<file path="src/rtl/slowmem_cache_ctrl_pkg.sv">
// ============================================================================
// Module  : slowmem_cache_ctrl_pkg
// Brief   : Shared widths, state encodings and geometry helpers for the
//           slowmem cache controller.
// Rev     : 1.0  initial release
// ============================================================================
`default_nettype none

package slowmem_cache_ctrl_pkg;

    localparam int c_word_w           = 16;
    localparam int c_addr_w           = 16;
    localparam int c_memdelay_default = 4;

    typedef logic [2:0] state_t;

    localparam state_t c_st_idle    = 3'd0;
    localparam state_t c_st_rstrobe = 3'd1;
    localparam state_t c_st_rwait   = 3'd2;
    localparam state_t c_st_wstrobe = 3'd3;
    localparam state_t c_st_done    = 3'd4;

    // LINES must be a power of two and at least 2.
    function automatic int idx_w(input int lines);
        return $clog2(lines);
    endfunction

    function automatic int tag_w(input int lines);
        return c_addr_w - $clog2(lines);
    endfunction

endpackage

`default_nettype wire

</file>
<file path="src/rtl/slowmem_cache_ctrl_cache_array.sv">
// ============================================================================
// Module  : cache_array
// Brief   : Direct-mapped valid/tag/data store with one write port and a
//           combinational lookup.
// Rev     : 1.0  initial release
// ============================================================================
`default_nettype none

module cache_array
    import slowmem_cache_ctrl_pkg::*;
#(
    parameter int LINES = 8
) (
    input  logic                clk,
    input  logic                i_clear,
    input  logic                i_wr_en,
    input  logic [c_addr_w-1:0] i_wr_addr,
    input  logic [c_word_w-1:0] i_wr_data,
    input  logic [c_addr_w-1:0] i_lk_addr,
    output logic                o_hit,
    output logic [c_word_w-1:0] o_data
);

    localparam int c_idx_w = idx_w(LINES);
    localparam int c_tag_w = tag_w(LINES);

    logic [c_idx_w-1:0] w_wr_idx;
    logic [c_tag_w-1:0] w_wr_tag;
    logic [c_idx_w-1:0] w_lk_idx;
    logic [c_tag_w-1:0] w_lk_tag;

    logic [LINES-1:0]    w_valid;
    logic [c_tag_w-1:0]  w_tag  [LINES];
    logic [c_word_w-1:0] w_data [LINES];

    assign w_wr_idx = i_wr_addr[c_idx_w-1:0];
    assign w_wr_tag = i_wr_addr[c_addr_w-1:c_idx_w];
    assign w_lk_idx = i_lk_addr[c_idx_w-1:0];
    assign w_lk_tag = i_lk_addr[c_addr_w-1:c_idx_w];

    for (genvar i = 0; i < LINES; i++) begin : g_line
        logic                valid_d, valid_q;
        logic [c_tag_w-1:0]  tag_d, tag_q;
        logic [c_word_w-1:0] data_d, data_q;

        always_comb begin
            valid_d = valid_q;
            tag_d   = tag_q;
            data_d  = data_q;
            if (i_clear) begin
                valid_d = 1'b0;
            end else if (i_wr_en && (w_wr_idx == c_idx_w'(i))) begin
                valid_d = 1'b1;
                tag_d   = w_wr_tag;
                data_d  = i_wr_data;
            end
        end

        always_ff @(posedge clk) begin
            valid_q <= valid_d;
            tag_q   <= tag_d;
            data_q  <= data_d;
        end

        assign w_valid[i] = valid_q;
        assign w_tag[i]   = tag_q;
        assign w_data[i]  = data_q;
    end

    assign o_hit  = w_valid[w_lk_idx] && (w_tag[w_lk_idx] == w_lk_tag);
    assign o_data = w_data[w_lk_idx];

endmodule

`default_nettype wire

</file>
<file path="src/rtl/slowmem_cache_ctrl.sv">
// ============================================================================
// Module  : slowmem_cache_ctrl
// Brief   : Write-through, no-write-allocate direct-mapped cache in front of
//           the slowmem strobe/mfc memory.
// Rev     : 1.0  initial release
// ============================================================================
`default_nettype none

module slowmem_cache_ctrl
    import slowmem_cache_ctrl_pkg::*;
#(
    parameter int LINES    = 8,
    parameter int MEMDELAY = c_memdelay_default,
    parameter int TIMEOUT  = 32
) (
    input  logic                clk,
    input  logic                reset,
    input  logic                cpu_req,
    input  logic                cpu_rnotw,
    input  logic [c_addr_w-1:0] cpu_addr,
    input  logic [c_word_w-1:0] cpu_wdata,
    output logic                cpu_ready,
    output logic [c_word_w-1:0] cpu_rdata,
    output logic                strobe,
    output logic                rnotw,
    output logic [c_addr_w-1:0] addr,
    output logic [c_word_w-1:0] wdata,
    input  logic                mfc,
    input  logic [c_word_w-1:0] rdata,
    output logic [15:0]         hit_count,
    output logic [15:0]         miss_count
);

    localparam int c_cnt_max = (TIMEOUT > MEMDELAY) ? TIMEOUT : MEMDELAY;
    localparam int c_cnt_w   = $clog2(c_cnt_max + 1);

    state_t               state_d, state_q;
    logic [c_cnt_w-1:0]   cnt_d, cnt_q;
    logic                 strobe_d, strobe_q;
    logic                 rnotw_d, rnotw_q;
    logic [c_addr_w-1:0]  addr_d, addr_q;
    logic [c_word_w-1:0]  wdata_d, wdata_q;
    logic                 cpu_ready_d, cpu_ready_q;
    logic [c_word_w-1:0]  cpu_rdata_d, cpu_rdata_q;
    logic [15:0]          hit_cnt_d, hit_cnt_q;
    logic [15:0]          miss_cnt_d, miss_cnt_q;

    logic                 w_lk_hit;
    logic [c_word_w-1:0]  w_lk_data;
    logic [c_addr_w-1:0]  w_lk_addr;
    logic                 w_wr_en;
    logic [c_word_w-1:0]  w_wr_data;
    logic [c_cnt_w-1:0]   w_cnt_inc;
    logic                 w_mfc_ok;
    logic                 w_timeout;

    // The CPU address is only looked up while idle; afterwards the latched
    // memory address identifies the line to fill or update.
    assign w_lk_addr = (state_q == c_st_idle) ? cpu_addr : addr_q;
    assign w_wr_data = (state_q == c_st_rwait) ? rdata : wdata_q;
    assign w_cnt_inc = cnt_q + c_cnt_w'(1);
    // mfc still asserted from an earlier or abandoned read is ignored until
    // the memory could genuinely have answered this strobe.
    assign w_mfc_ok  = mfc && (cnt_q >= c_cnt_w'(MEMDELAY));
    assign w_timeout = (w_cnt_inc == c_cnt_w'(TIMEOUT));

    cache_array #(
        .LINES (LINES)
    ) u_cache_array (
        .clk       (clk),
        .i_clear   (~reset),
        .i_wr_en   (w_wr_en),
        .i_wr_addr (addr_q),
        .i_wr_data (w_wr_data),
        .i_lk_addr (w_lk_addr),
        .o_hit     (w_lk_hit),
        .o_data    (w_lk_data)
    );

    always_ff @(posedge clk) begin
        if (!reset) begin
            state_q     <= c_st_idle;
            cnt_q       <= '0;
            strobe_q    <= 1'b0;
            rnotw_q     <= 1'b1;
            addr_q      <= '0;
            wdata_q     <= '0;
            cpu_ready_q <= 1'b0;
            cpu_rdata_q <= '0;
            hit_cnt_q   <= '0;
            miss_cnt_q  <= '0;
        end else begin
            state_q     <= state_d;
            cnt_q       <= cnt_d;
            strobe_q    <= strobe_d;
            rnotw_q     <= rnotw_d;
            addr_q      <= addr_d;
            wdata_q     <= wdata_d;
            cpu_ready_q <= cpu_ready_d;
            cpu_rdata_q <= cpu_rdata_d;
            hit_cnt_q   <= hit_cnt_d;
            miss_cnt_q  <= miss_cnt_d;
        end
    end

    always_comb begin
        state_d = state_q;
        case (state_q)
            c_st_idle: begin
                if (cpu_req) begin
                    if (!cpu_rnotw)    state_d = c_st_wstrobe;
                    else if (w_lk_hit) state_d = c_st_done;
                    else               state_d = c_st_rstrobe;
                end
            end
            c_st_rstrobe: state_d = c_st_rwait;
            c_st_rwait: begin
                if (w_mfc_ok)       state_d = c_st_done;
                else if (w_timeout) state_d = c_st_rstrobe;
            end
            c_st_wstrobe: state_d = c_st_done;
            c_st_done:    state_d = c_st_idle;
            default:      state_d = c_st_idle;
        endcase
    end

    always_comb begin
        cnt_d       = cnt_q;
        strobe_d    = 1'b0;
        rnotw_d     = rnotw_q;
        addr_d      = addr_q;
        wdata_d     = wdata_q;
        cpu_ready_d = 1'b0;
        cpu_rdata_d = cpu_rdata_q;
        hit_cnt_d   = hit_cnt_q;
        miss_cnt_d  = miss_cnt_q;
        w_wr_en     = 1'b0;
        case (state_q)
            c_st_idle: begin
                if (cpu_req && cpu_rnotw && w_lk_hit) begin
                    cpu_rdata_d = w_lk_data;
                    cpu_ready_d = 1'b1;
                    if (hit_cnt_q != 16'hFFFF) hit_cnt_d = hit_cnt_q + 16'd1;
                end else if (cpu_req && cpu_rnotw) begin
                    if (miss_cnt_q != 16'hFFFF) miss_cnt_d = miss_cnt_q + 16'd1;
                    addr_d   = cpu_addr;
                    rnotw_d  = 1'b1;
                    strobe_d = 1'b1;
                end else if (cpu_req) begin
                    addr_d   = cpu_addr;
                    wdata_d  = cpu_wdata;
                    rnotw_d  = 1'b0;
                    strobe_d = 1'b1;
                end
            end
            c_st_rstrobe: begin
                cnt_d = '0;
            end
            c_st_rwait: begin
                cnt_d = w_cnt_inc;
                if (w_mfc_ok) begin
                    w_wr_en     = 1'b1;
                    cpu_rdata_d = rdata;
                    cpu_ready_d = 1'b1;
                end else if (w_timeout) begin
                    strobe_d = 1'b1;
                end
            end
            c_st_wstrobe: begin
                rnotw_d     = 1'b1;
                w_wr_en     = w_lk_hit;
                cpu_ready_d = 1'b1;
            end
            default: ;
        endcase
    end

    assign cpu_ready  = cpu_ready_q;
    assign cpu_rdata  = cpu_rdata_q;
    assign strobe     = strobe_q;
    assign rnotw      = rnotw_q;
    assign addr       = addr_q;
    assign wdata      = wdata_q;
    assign hit_count  = hit_cnt_q;
    assign miss_count = miss_cnt_q;

endmodule

`default_nettype wire

</file>
<file path="config.mk">
export PLATFORM = sky130hd
export DESIGN_NAME = slowmem_cache_ctrl
export DESIGN_NICKNAME = d
export VERILOG_FILES = /design/src/rtl/slowmem_cache_ctrl_pkg.sv /design/src/rtl/slowmem_cache_ctrl_cache_array.sv /design/src/rtl/slowmem_cache_ctrl.sv
export SDC_FILE = /design/constraint.sdc
export NUM_CORES = 1
export LEC_CHECK = 0
export BUFFER_PORTS_ARGS = -buffer_cell sky130_fd_sc_hd__buf_4
export CAP_MARGIN = 0
export CELL_PAD_IN_SITES_DETAIL_PLACEMENT = 0
export CELL_PAD_IN_SITES_GLOBAL_PLACEMENT = 2
export CORE_ASPECT_RATIO = 0.8
export CORE_MARGIN = 5
export CORE_UTILIZATION = 40
export DETAILED_ROUTE_END_ITERATION = 10
export PLACE_DENSITY = 0.85
export SLEW_MARGIN = 10
export SYNTH_ARGS = -nofsm -noshare
export SYNTH_HDL_FRONTEND = slang
export SYNTH_SLANG_ARGS = --single-unit
</file>
<file path="constraint.sdc">
create_clock -name clk -period 6.7 [get_ports clk]
set_input_delay 0.67 -clock clk [delete_from_list [all_inputs] [get_ports clk]]
set_output_delay 0.67 -clock clk [all_outputs]
set_load 0.1 [all_outputs]
</file>
==> results.py, run 1 <==
metrics = {
    "routing": {
        "vias": 11115,
        "drt-pass1-iter-count": 5,
        "met3_length_microns": 3240,
        "wl_met2_microns": 17900,
        "drc": 0,
        "top_layer": "met4",
        "dr.first_iter.drc_count": 916,
        "avgRoutedWirePerCell_microns": 21.4,
        "finalWirelength_microns": 42400,
        "vias_per_cell": 5.61,
        "antenna_left": 0,
        "drt-met1-wl_microns": 20400,
    },
    "floorplanning": {
        "row_count": 64,
        "dieHeight_microns": 186,
        "initial_core_util": 0.405,
        "dieWidth_microns": 230,
        "io_pins": 136,
        "coreArea_sq_um": 38400,
        "die-area_sq_um": 42900,
    },
    "clocking": {
        "htreeDepth": 2,
        "root_buffer": "clkbuf_16",
        "clock_path_buffers": 3,
        "clock_sinks": 332,
        "numCtsBuffers": 36,
        "cts_setup_buffers": 0,
        "insertion_delay_ps": 540,
        "clk_pin_slew_ps": 60,
        "hold_buffers": 0,
        "tritoncts": "done",
        "ctsResizeCount": 0,
    },
    "finish": {
        "layout.nets": 1516,
        "fillers": 3464,
        "syn2layout_area_growth_pct": 16.9,
        "layout-drive-gt1-share": 0.200,
    },
    "yosys": {
        "netlist.top_cell.by_area": "edfxtp_1",
        "synth_area_leaders": "edfxtp_1 45%, dfxtp_1 13%, nand2_1 8.1%",
        "synth_edf_count": 232,
        "yosys_warnings": 0,
        "yosysMostFrequentCell": "nand2_1",
        "synth_seq_area_share": 0.577,
        "ys_top_cells_by_count": "336 x nand2_1, 232 x edfxtp_1, 100 x dfxtp_1",
        "ys.flop_type": "edfxtp_1",
        "yosysUniqueCellTypes": 80,
        "netlist_instances": 1353,
        "syn-cell-area_sq_um": 15500,
        "synth.net_count": 1410,
        "ys_ff_latch": 332,
        "synth_top_area_share": 0.448,
        "async_reset_ff_frac": 0,
        "syn-mean-instance-area_sq_um": 11.5,
    },
    "power": {
        "p_leak_nw": 6.73,
        "ir_worst_vdd_mv": 0.219,
        "finalPower_mw": 5.70,
        "power-per-cell-area_nw_per_um2": 313,
    },
    "global_route": {
        "grt_use_total": 0.194,
        "grt_overflow": 0,
        "grt_pass1_vias": 10829,
        "grt_pass1_wl_microns": 66100,
        "grt_max_degree": 95,
        "antenna_found_initial": 1,
    },
    "worst_hold_path": {
        "hold_path_class": "in -> reg",
        "hold_depth": 3,
        "holdCritStartpoint": "cpu_wdata[2]",
        "min_to": "wdata[2]$_SDFFE_PN0P_",
    },
    "critical_path": {
        "worstSetupPathType": "reg -> reg",
        "start_kind": "register",
        "r2r_end": "u_cache_array.g_line[3].data_q[10]$_DFFE_PP_",
        "crit_required_ps": 6880,
        "crit_fanout": 26,
        "reg2reg_slack_ps": 1500,
        "rr_worst_depth": 10,
        "crit_path_end_kind": "register",
        "timing.rr.start": "state_q[0]$_SDFFE_PN0P_",
        "worstPathArrival_ps": 5380,
    },
    "timing": {
        "setup_viol": 0,
        "slew_headroom": 0.203,
        "maxSlewViolCount": 0,
        "hold_viol": 0,
        "hold_slack_ps": 391,
        "fmax_ghz": 0.192,
        "setup_slack_ps": 1500,
        "tightest_slew_ps": 1200,
        "timing.final.crit_share": 0.776,
        "rsz0062_at_grt": "false",
        "fin_crit_ps": 5200,
        "worst_clock_skew_ps": 21.7,
        "fin_setup_tns_ps": 0,
    },
    "place": {
        "port_buffers": 135,
        "gp_congestion": 0.865,
        "dpl_worst_slack_ps": 1290,
        "dp_hpwl_microns": 28900,
    },
    "outcome": {
        "status": "finished clean",
    },
    "job": {
        "timing.max_cap.violations": 0,
    },
}
[final cells by class]
| cell class | instances | area [sq um] | share of cell area |
|---|---|---|---|
| diodes | 1 | 2.50 | 0.000138 |
| clock buffers | 42 | 955 | 0.0525 |
| clock inverters | 24 | 206 | 0.0114 |
| inverters | 19 | 71.3 | 0.00392 |
| multi-input cells | 909 | 6130 | 0.337 |
| flip-flops and latches | 332 | 8970 | 0.494 |
| well taps | 495 | 619 | 0.0341 |
| repair buffers | 161 | 1220 | 0.0672 |
[worst max path at each step]
stage                                       start                                      endpoint  slack, ps  cells past startpoint
final                     state_q[0]$_SDFFE_PN0P_  u_cache_array.g_line[3].data_q[10]$_DFFE_PP_       1500                     10
after global routing      state_q[0]$_SDFFE_PN0P_  u_cache_array.g_line[3].data_q[13]$_DFFE_PP_       1230                     10
after CTS                 state_q[0]$_SDFFE_PN0P_  u_cache_array.g_line[3].data_q[13]$_DFFE_PP_       1520                     10
after detailed placement              cpu_addr[0]  u_cache_array.g_line[0].data_q[10]$_DFFE_PP_       1290                     10
after global placement                cpu_addr[0]  u_cache_array.g_line[0].data_q[10]$_DFFE_PP_       1400                     10
after floorplan              addr[0]$_SDFFE_PN0P_   u_cache_array.g_line[5].data_q[0]$_DFFE_PP_        610                     13
[state kept, by name (all words and copies together), names as in the netlist]
name / cells
cpu_ready: 1
hit_count: 16
u_cache_array.g_line.data_q: 128
miss_count: 16
u_cache_array.g_line.valid_q: 8
cpu_rdata: 16
wdata: 16
addr: 16
u_cache_array.g_line.tag_q: 104
strobe: 1
rnotw: 1
cnt_q: 6
state_q: 3
[power breakdown]
| part | internal (mW) | switching, mW | total, mW |
|---|---|---|---|
| clock | 1.14 | 0.827 | 1.97 |
| combinational | 0.418 | 0.953 | 1.37 |
| sequential | 2.27 | 0.0839 | 2.36 |
| total | 3.83 | 1.86 | 5.70 |
[cell usage in the layout (no fill, tap or decap), types with 16 or more instances in the layout]
master,instances
edfxtp_1,232
clkbuf_16,37
a31oi_1,20
and3_1,39
nand2b_1,21
buf_4,160
nand2_1,336
mux2i_1,56
o21ai_0,56
nand3_1,68
mux4_2,45
a21boi_0,25
nor2_1,16
dfxtp_1,98
a311oi_1,19
inv_1,18
[cells by family (layout without fill, tap and decap cells)]
| group | Yosys count | count (layout) | share of synthesized area |
|---|---|---|---|
| buf+inv | 112 | 246 | 0.0318 |
| fa+ha+maj | 4 | 4 | 0.00322 |
| xor+xnor | 16 | 16 | 0.00901 |
| simple gates | 574 | 574 | 0.177 |
| other cells | 0 | 1 | 0 |
| flops | 332 | 332 | 0.577 |
| compound gates | 205 | 205 | 0.0944 |
| mux | 110 | 110 | 0.108 |
[per-stage QoR]
| step | util | instance area, sq um | instances |
|---|---|---|---|
| floorplan | - | 15500 | 1353 |
| global placement | 0.444 | 17000 | 1916 |
| detailed placement | 0.444 | 17000 | 1916 |
| CTS | 0.474 | 18200 | 1982 |
| global route | 0.474 | 18200 | 1983 |
| finish | 0.474 | 18200 | 1983 |
[metal layers]
layer | up-vias | global-route usage
met1 | 5440 | 0.308
met3 | 48 | 0.0328
met5 | - | 0
met2 | 390 | 0.274
met4 | 0 | 0.0490
li1 | 5237 | -
[worst max-delay path, stage by stage, from the launching register on]
cell and delay (ps):
dfxtp_1 700, or3_1 1000, mux2_2 450, o2bb2ai_1 150, nand4bb_1 250, nor4b_4 330
o2111ai_4 340, nor2_4 550, a22oi_1 280, nor3_2 330, buf_4 420
(Power assumes the default switching activity.)
==> run 2, diff against run 1 <==
--- a/config.mk
+++ b/config.mk
@@ -11,9 +11,9 @@
 export CELL_PAD_IN_SITES_GLOBAL_PLACEMENT = 2
 export CORE_ASPECT_RATIO = 0.8
 export CORE_MARGIN = 5
-export CORE_UTILIZATION = 40
+export CORE_UTILIZATION = 36
 export DETAILED_ROUTE_END_ITERATION = 10
-export PLACE_DENSITY = 0.85
+export PLACE_DENSITY = 0.81
 export SLEW_MARGIN = 10
 export SYNTH_ARGS = -nofsm -noshare
 export SYNTH_HDL_FRONTEND = slang
==> constraint.sdc (replaced) <==
create_clock -name clk -period 4.56 [get_ports clk]
set_input_delay 0.456 -clock clk [delete_from_list [all_inputs] [get_ports clk]]
set_output_delay 0.456 -clock clk [all_outputs]
set_load 0.1 [all_outputs]
==> results.py, run 2 (same netlist as run 1, synthesis figures left out) <==
metrics = {
    "critical_path": {
        "slowest_stage": "o21ai_0",
        "crit_chain": "nor3_2 > mux2i_4 > buf_4 > o311ai_0 > o211ai_1 > xnor2_1 > nand4_1 > o21ai_0 > and3_1 > buf_4",
        "r2r_end": "u_cache_array.g_line[4].data_q[7]$_DFFE_PP_",
        "max_stage_delay_ps": 520,
        "path_common_cell": "buf_4",
        "rr_worst_depth": 10,
        "start_kind": "register",
        "worstPathArrival_ps": 4320,
        "reg2reg_slack_ps": 420,
        "crit_path_end_kind": "register",
        "worstSetupPathType": "reg -> reg",
        "timing.rr.start": "state_q[0]$_SDFFE_PN0P_",
        "crit_fanout": 37,
        "crit_required_ps": 4740,
    },
    "routing": {
        "drc": 0,
        "avgRoutedWirePerCell_microns": 21.5,
        "dr.first_iter.drc_count": 1205,
        "finalWirelength_microns": 44400,
        "antenna_left": 0,
        "drt-pass1-iter-count": 5,
        "vias": 11330,
        "vias_per_cell": 5.48,
    },
    "finish": {
        "final_common_cell": "nand2_1",
        "layout-drive-gt1-share": 0.208,
        "num_antenna_cells": 0,
        "layout_common_cells": "336 x nand2_1, 232 x edfxtp_1, 180 x buf_4",
        "top_register": "u_cache_array.g_line.data_q",
        "layout.nets": 1538,
        "largestRegisters": "u_cache_array.g_line.data_q: 128 flops, u_cache_array.g_line.tag_q: 104 flops",
        "syn2layout_area_growth_pct": 18.4,
        "largest_reg_flops": 128,
    },
    "worst_hold_path": {
        "min_to": "addr[8]$_SDFFE_PN0P_",
        "holdCritStartpoint": "cpu_addr[8]",
        "hold_path_class": "in -> reg",
        "hold_depth": 3,
    },
    "timing": {
        "fmax_ghz": 0.242,
        "hold_viol": 0,
        "rsz0062_at_grt": "false",
        "tightest_slew_ps": 863,
        "setup_viol": 0,
        "setup_slack_ps": 420,
        "maxSlewViolCount": 0,
        "fin_crit_ps": 4140,
        "fin_setup_tns_ps": 0,
        "worst_clock_skew_ps": 28.8,
        "timing.final.crit_share": 0.908,
        "slew_headroom": 0.421,
    },
    "clocking": {
        "clock_path_buffers": 3,
        "root_buffer": "clkbuf_16",
        "numCtsBuffers": 38,
        "cts_setup_buffers": 0,
        "tritoncts": "done",
        "clock_sinks": 332,
        "clk_pin_slew_ps": 60,
        "insertion_delay_ps": 540,
        "htreeDepth": 2,
    },
    "place": {
        "port_buffers": 135,
        "dpl_worst_slack_ps": 250,
        "dp_hpwl_microns": 30200,
        "gp_congestion": 0.887,
    },
    "floorplanning": {
        "dieWidth_microns": 242,
        "io_pins": 136,
        "dieHeight_microns": 196,
        "row_count": 68,
        "die-area_sq_um": 47500,
        "initial_core_util": 0.363,
        "coreArea_sq_um": 42900,
    },
    "global_route": {
        "grt_max_degree": 69,
        "grt_overflow": 0,
        "antenna_found_initial": 0,
        "grt_pass1_vias": 10990,
        "grt_pass1_wl_microns": 68400,
        "grt_use_total": 0.183,
    },
    "power": {
        "ir_worst_vdd_mv": 0.225,
        "p_leak_nw": 6.81,
        "power-per-cell-area_nw_per_um2": 454,
    },
    "job": {
        "timing.max_cap.violations": 0,
    },
    "outcome": {
        "status": "finished clean",
    },
}
[run 2: worst max-delay path, delay by kind of cell (launching register included)]
| kind | cells | cell delay (ps) |
|---|---|---|
| buffers and inverters | 2 | 760 |
| multiplexers | 1 | 320 |
| XOR/XNOR | 1 | 240 |
| flip-flops | 1 | 510 |
| AND/OR/NAND/NOR | 3 | 840 |
| AO/OA/AOI/OAI | 3 | 1100 |
[run 2: worst max path at each step]
stage	endpoint	start	slack (ps)
global placement	u_cache_array.g_line[4].tag_q[9]$_DFFE_PP_	cpu_addr[0]	370
CTS	u_cache_array.g_line[3].data_q[10]$_DFFE_PP_	state_q[2]$_SDFFE_PN0P_	230
global route	u_cache_array.g_line[4].data_q[1]$_DFFE_PP_	state_q[0]$_SDFFE_PN0P_	190
floorplan	u_cache_array.g_line[3].data_q[0]$_DFFE_PP_	addr[0]$_SDFFE_PN0P_	110
finish	u_cache_array.g_line[4].data_q[7]$_DFFE_PP_	state_q[0]$_SDFFE_PN0P_	420
detailed placement	u_cache_array.g_line[3].data_q[5]$_DFFE_PP_	state_q[2]$_SDFFE_PN0P_	250
[run 2: stage by stage]
step / cells / hold slack (ps) / total power [mW] / util / area (sq um)
after floorplan: 1353 / 441 / 4.90 / - / 15600
after global placement: 2001 / 450 / 5.55 / 0.403 / 17300
after CTS: 2068 / 158 / 8.42 / 0.429 / 18400
final: 2068 / 188 / 8.36 / 0.429 / 18400
after detailed placement: 2001 / 453 / 5.57 / 0.403 / 17300
after global routing: 2068 / 176 / 8.74 / 0.429 / 18400
[run 2: power by group]
part	total, mW	switching (mW)	leakage [nW]	internal [mW]
logic	2.06	1.42	3.31	0.639
clock network	2.83	1.18	0.557	1.65
registers	3.47	0.128	2.94	3.34
[run 2: final cells by class]
cell class	instances	area (sq um)
fill	4020	24500
sequential	332	8980
multi-input combinational	909	6150
timing repair buffer	181	1370
clock buffer	53	1040
tap	560	701
clock inverter	14	103
inverter	19	71.3
[run 2: layer usage]
layer  global-route usage  vias up  wire [microns]
li1                     -     5294               -
met2                0.264      387           19100
met3               0.0370       56            3300
met1                0.287     5593           21300
met4               0.0325        0             628
met5                    0        -               0
[run 2: repair_timing]
item | in CTS | in global routing
hold buffers | 0 | 0
setup endpoints to repair | 0 | 57
resized for setup | 0 | 2
==> run 3, diff against run 2 <==
--- a/config.mk
+++ b/config.mk
@@ -14,6 +14,7 @@
 export CORE_UTILIZATION = 36
 export DETAILED_ROUTE_END_ITERATION = 10
 export PLACE_DENSITY = 0.81
+export RECOVER_POWER = 25
 export SLEW_MARGIN = 10
 export SYNTH_ARGS = -nofsm -noshare
 export SYNTH_HDL_FRONTEND = slang
==> results.py, run 3 (same netlist as run 1, synthesis figures left out) <==
metrics = {
    "place": {
        "dpl_worst_slack_ps": 250,
        "gp_congestion": 0.887,
        "port_buffers": 135,
        "dp_hpwl_microns": 30200,
        "place_area_sq_um": 17300,
    },
    "finish": {
        "syn2layout_area_growth_pct": 17.0,
        "largest_reg_flops": 128,
        "num_antenna_cells": 0,
        "top_register": "u_cache_array.g_line.data_q",
        "ff_latch_area_sq_um": 8980,
        "multi_input_area_sq_um": 6150,
        "finalInstanceArea_sq_um": 18200,
        "largestRegisters": "u_cache_array.g_line.data_q: 128 flops, u_cache_array.g_line.tag_q: 104 flops",
        "layout-drive-gt1-share": 0.170,
        "layout_common_cells": "336 x nand2_1, 232 x edfxtp_1, 123 x buf_4",
        "final_common_cell": "nand2_1",
        "fillers": 4054,
        "layout.nets": 1538,
    },
    "routing": {
        "drt-pass1-iter-count": 5,
        "antenna_left": 0,
        "vias": 11283,
        "dr.first_iter.drc_count": 1100,
        "drc": 0,
        "finalWirelength_microns": 44400,
        "vias_per_cell": 5.46,
        "avgRoutedWirePerCell_microns": 21.5,
    },
    "timing": {
        "slew_headroom": 0.141,
        "setup_viol": 0,
        "timing.final.crit_share": 0.909,
        "worst_clock_skew_ps": 31.7,
        "fmax_ghz": 0.241,
        "fin_crit_ps": 4140,
        "setup_slack_ps": 417,
        "rsz0062_at_grt": "false",
        "maxSlewViolCount": 0,
        "fin_setup_tns_ps": 0,
        "tightest_slew_ps": 1290,
        "hold_viol": 0,
    },
    "floorplanning": {
        "io_pins": 136,
        "coreArea_sq_um": 42900,
        "row_count": 68,
        "die-area_sq_um": 47500,
        "dieHeight_microns": 196,
        "initial_core_util": 0.363,
        "dieWidth_microns": 242,
    },
    "global_route": {
        "antenna_found_initial": 0,
        "grt_pass1_vias": 10990,
        "grt_overflow": 0,
        "grt_pass1_wl_microns": 68400,
        "grt_max_degree": 69,
        "grt_use_total": 0.183,
    },
    "power": {
        "ir_worst_vdd_mv": 0.226,
        "finalPower_mw": 8.34,
        "p_leak_nw": 6.57,
        "power-per-cell-area_nw_per_um2": 458,
    },
    "critical_path": {
        "worstSetupPathType": "reg -> reg",
        "start_kind": "register",
        "crit_required_ps": 4740,
        "crit_path_end_kind": "register",
        "worstPathArrival_ps": 4320,
        "slowest_stage": "dfxtp_1",
        "crit_chain": "nor3_2 > buf_4 > mux2i_1 > o32a_1 > nand4_1 > nor4b_4 > o2111ai_4 > nor2_4 > a22oi_1 > nor3_4 > buf_4",
        "reg2reg_slack_ps": 420,
        "cp_top_family": "simple AND/OR/NAND/NOR gates",
        "path_buf_inv": 2,
        "r2r_end": "u_cache_array.g_line[3].data_q[11]$_DFFE_PP_",
        "max_stage_delay_ps": 510,
        "path_common_cell": "buf_4",
        "crit_fanout": 20,
        "rr_worst_depth": 11,
        "timing.rr.start": "state_q[0]$_SDFFE_PN0P_",
    },
    "clocking": {
        "clock_sinks": 332,
        "cts_setup_buffers": 0,
        "htreeDepth": 2,
        "clk_pin_slew_ps": 60,
        "root_buffer": "clkbuf_16",
        "hold_buffers": 0,
        "tritoncts": "done",
        "numCtsBuffers": 38,
        "clock_path_buffers": 3,
        "insertion_delay_ps": 540,
    },
    "worst_hold_path": {
        "holdCritStartpoint": "cpu_addr[8]",
        "hold_path_class": "in -> reg",
        "hold_depth": 3,
        "min_to": "addr[8]$_SDFFE_PN0P_",
    },
    "job": {
        "timing.max_cap.violations": 0,
    },
    "outcome": {
        "status": "finished clean",
    },
}
==> run 3: changes by cell type in the layout (fill, tap and decap cells not counted), sizes merged <==
cell / before / now
clkbuf: 53 / 110
buf: 181 / 124
==> run 3: area by class of cell <==
cell class / count / area share
well taps: 560 / 0.0385
multi-input cells: 909 / 0.338
inverters: 19 / 0.00392
repair buffers: 181 / 0.0636
flip-flops and latches: 332 / 0.493
clock buffers: 53 / 0.0571
clock inverters: 14 / 0.00564
==> run 3: worst max path at each step <==
stage / from / end / depth (start not counted) / slack, ps
finish: state_q[0]$_SDFFE_PN0P_ / u_cache_array.g_line[3].data_q[11]$_DFFE_PP_ / 11 / 420
global route: state_q[0]$_SDFFE_PN0P_ / u_cache_array.g_line[4].data_q[1]$_DFFE_PP_ / 10 / 190
CTS: state_q[2]$_SDFFE_PN0P_ / u_cache_array.g_line[3].data_q[10]$_DFFE_PP_ / 11 / 230
detailed placement: state_q[2]$_SDFFE_PN0P_ / u_cache_array.g_line[3].data_q[5]$_DFFE_PP_ / 11 / 250
global placement: cpu_addr[0] / u_cache_array.g_line[4].tag_q[9]$_DFFE_PP_ / 11 / 370
floorplan: addr[0]$_SDFFE_PN0P_ / u_cache_array.g_line[3].data_q[0]$_DFFE_PP_ / 13 / 110
==> run 3: repair_timing <==
| item | in CTS | in global routing |
|---|---|---|
| gates resized for setup | 0 | 2 |
| endpoints found under the hold margin | 0 | 0 |
| endpoints found under the setup margin | 0 | 57 |
==> run 3: through the flow <==
stage | cells | util | hold WS, ps
global placement | 2001 | 0.403 | 450
floorplan | 1353 | - | 441
finish | 2068 | 0.424 | 185
CTS | 2068 | 0.429 | 158
global route | 2068 | 0.424 | 176
detailed placement | 2001 | 0.403 | 453
==> run 3: worst register-to-register path, stage by stage, from the launching register on <==
cell,delay (ps)
dfxtp_1,510
nor3_2,450
buf_4,330
mux2i_1,470
o32a_1,230
nand4_1,140
nor4b_4,310
o2111ai_4,330
nor2_4,200
a22oi_1,200
nor3_4,260
buf_4,360
==> run 3: where the power goes <==
group / internal, mW / switching (mW) / total (mW)
sequential: 3.34 / 0.128 / 3.47
combinational: 0.625 / 1.42 / 2.04
clock: 1.65 / 1.18 / 2.83
==> run 3: routing by layer <==
metal  vias up  global-route usage  routed length, microns
li1       5295                   -                       -
met1      5539               0.287                   21200
met2       392               0.264                   19200
met3        57              0.0370                    3420
met4         0              0.0325                     611
met5         -                   0                       0
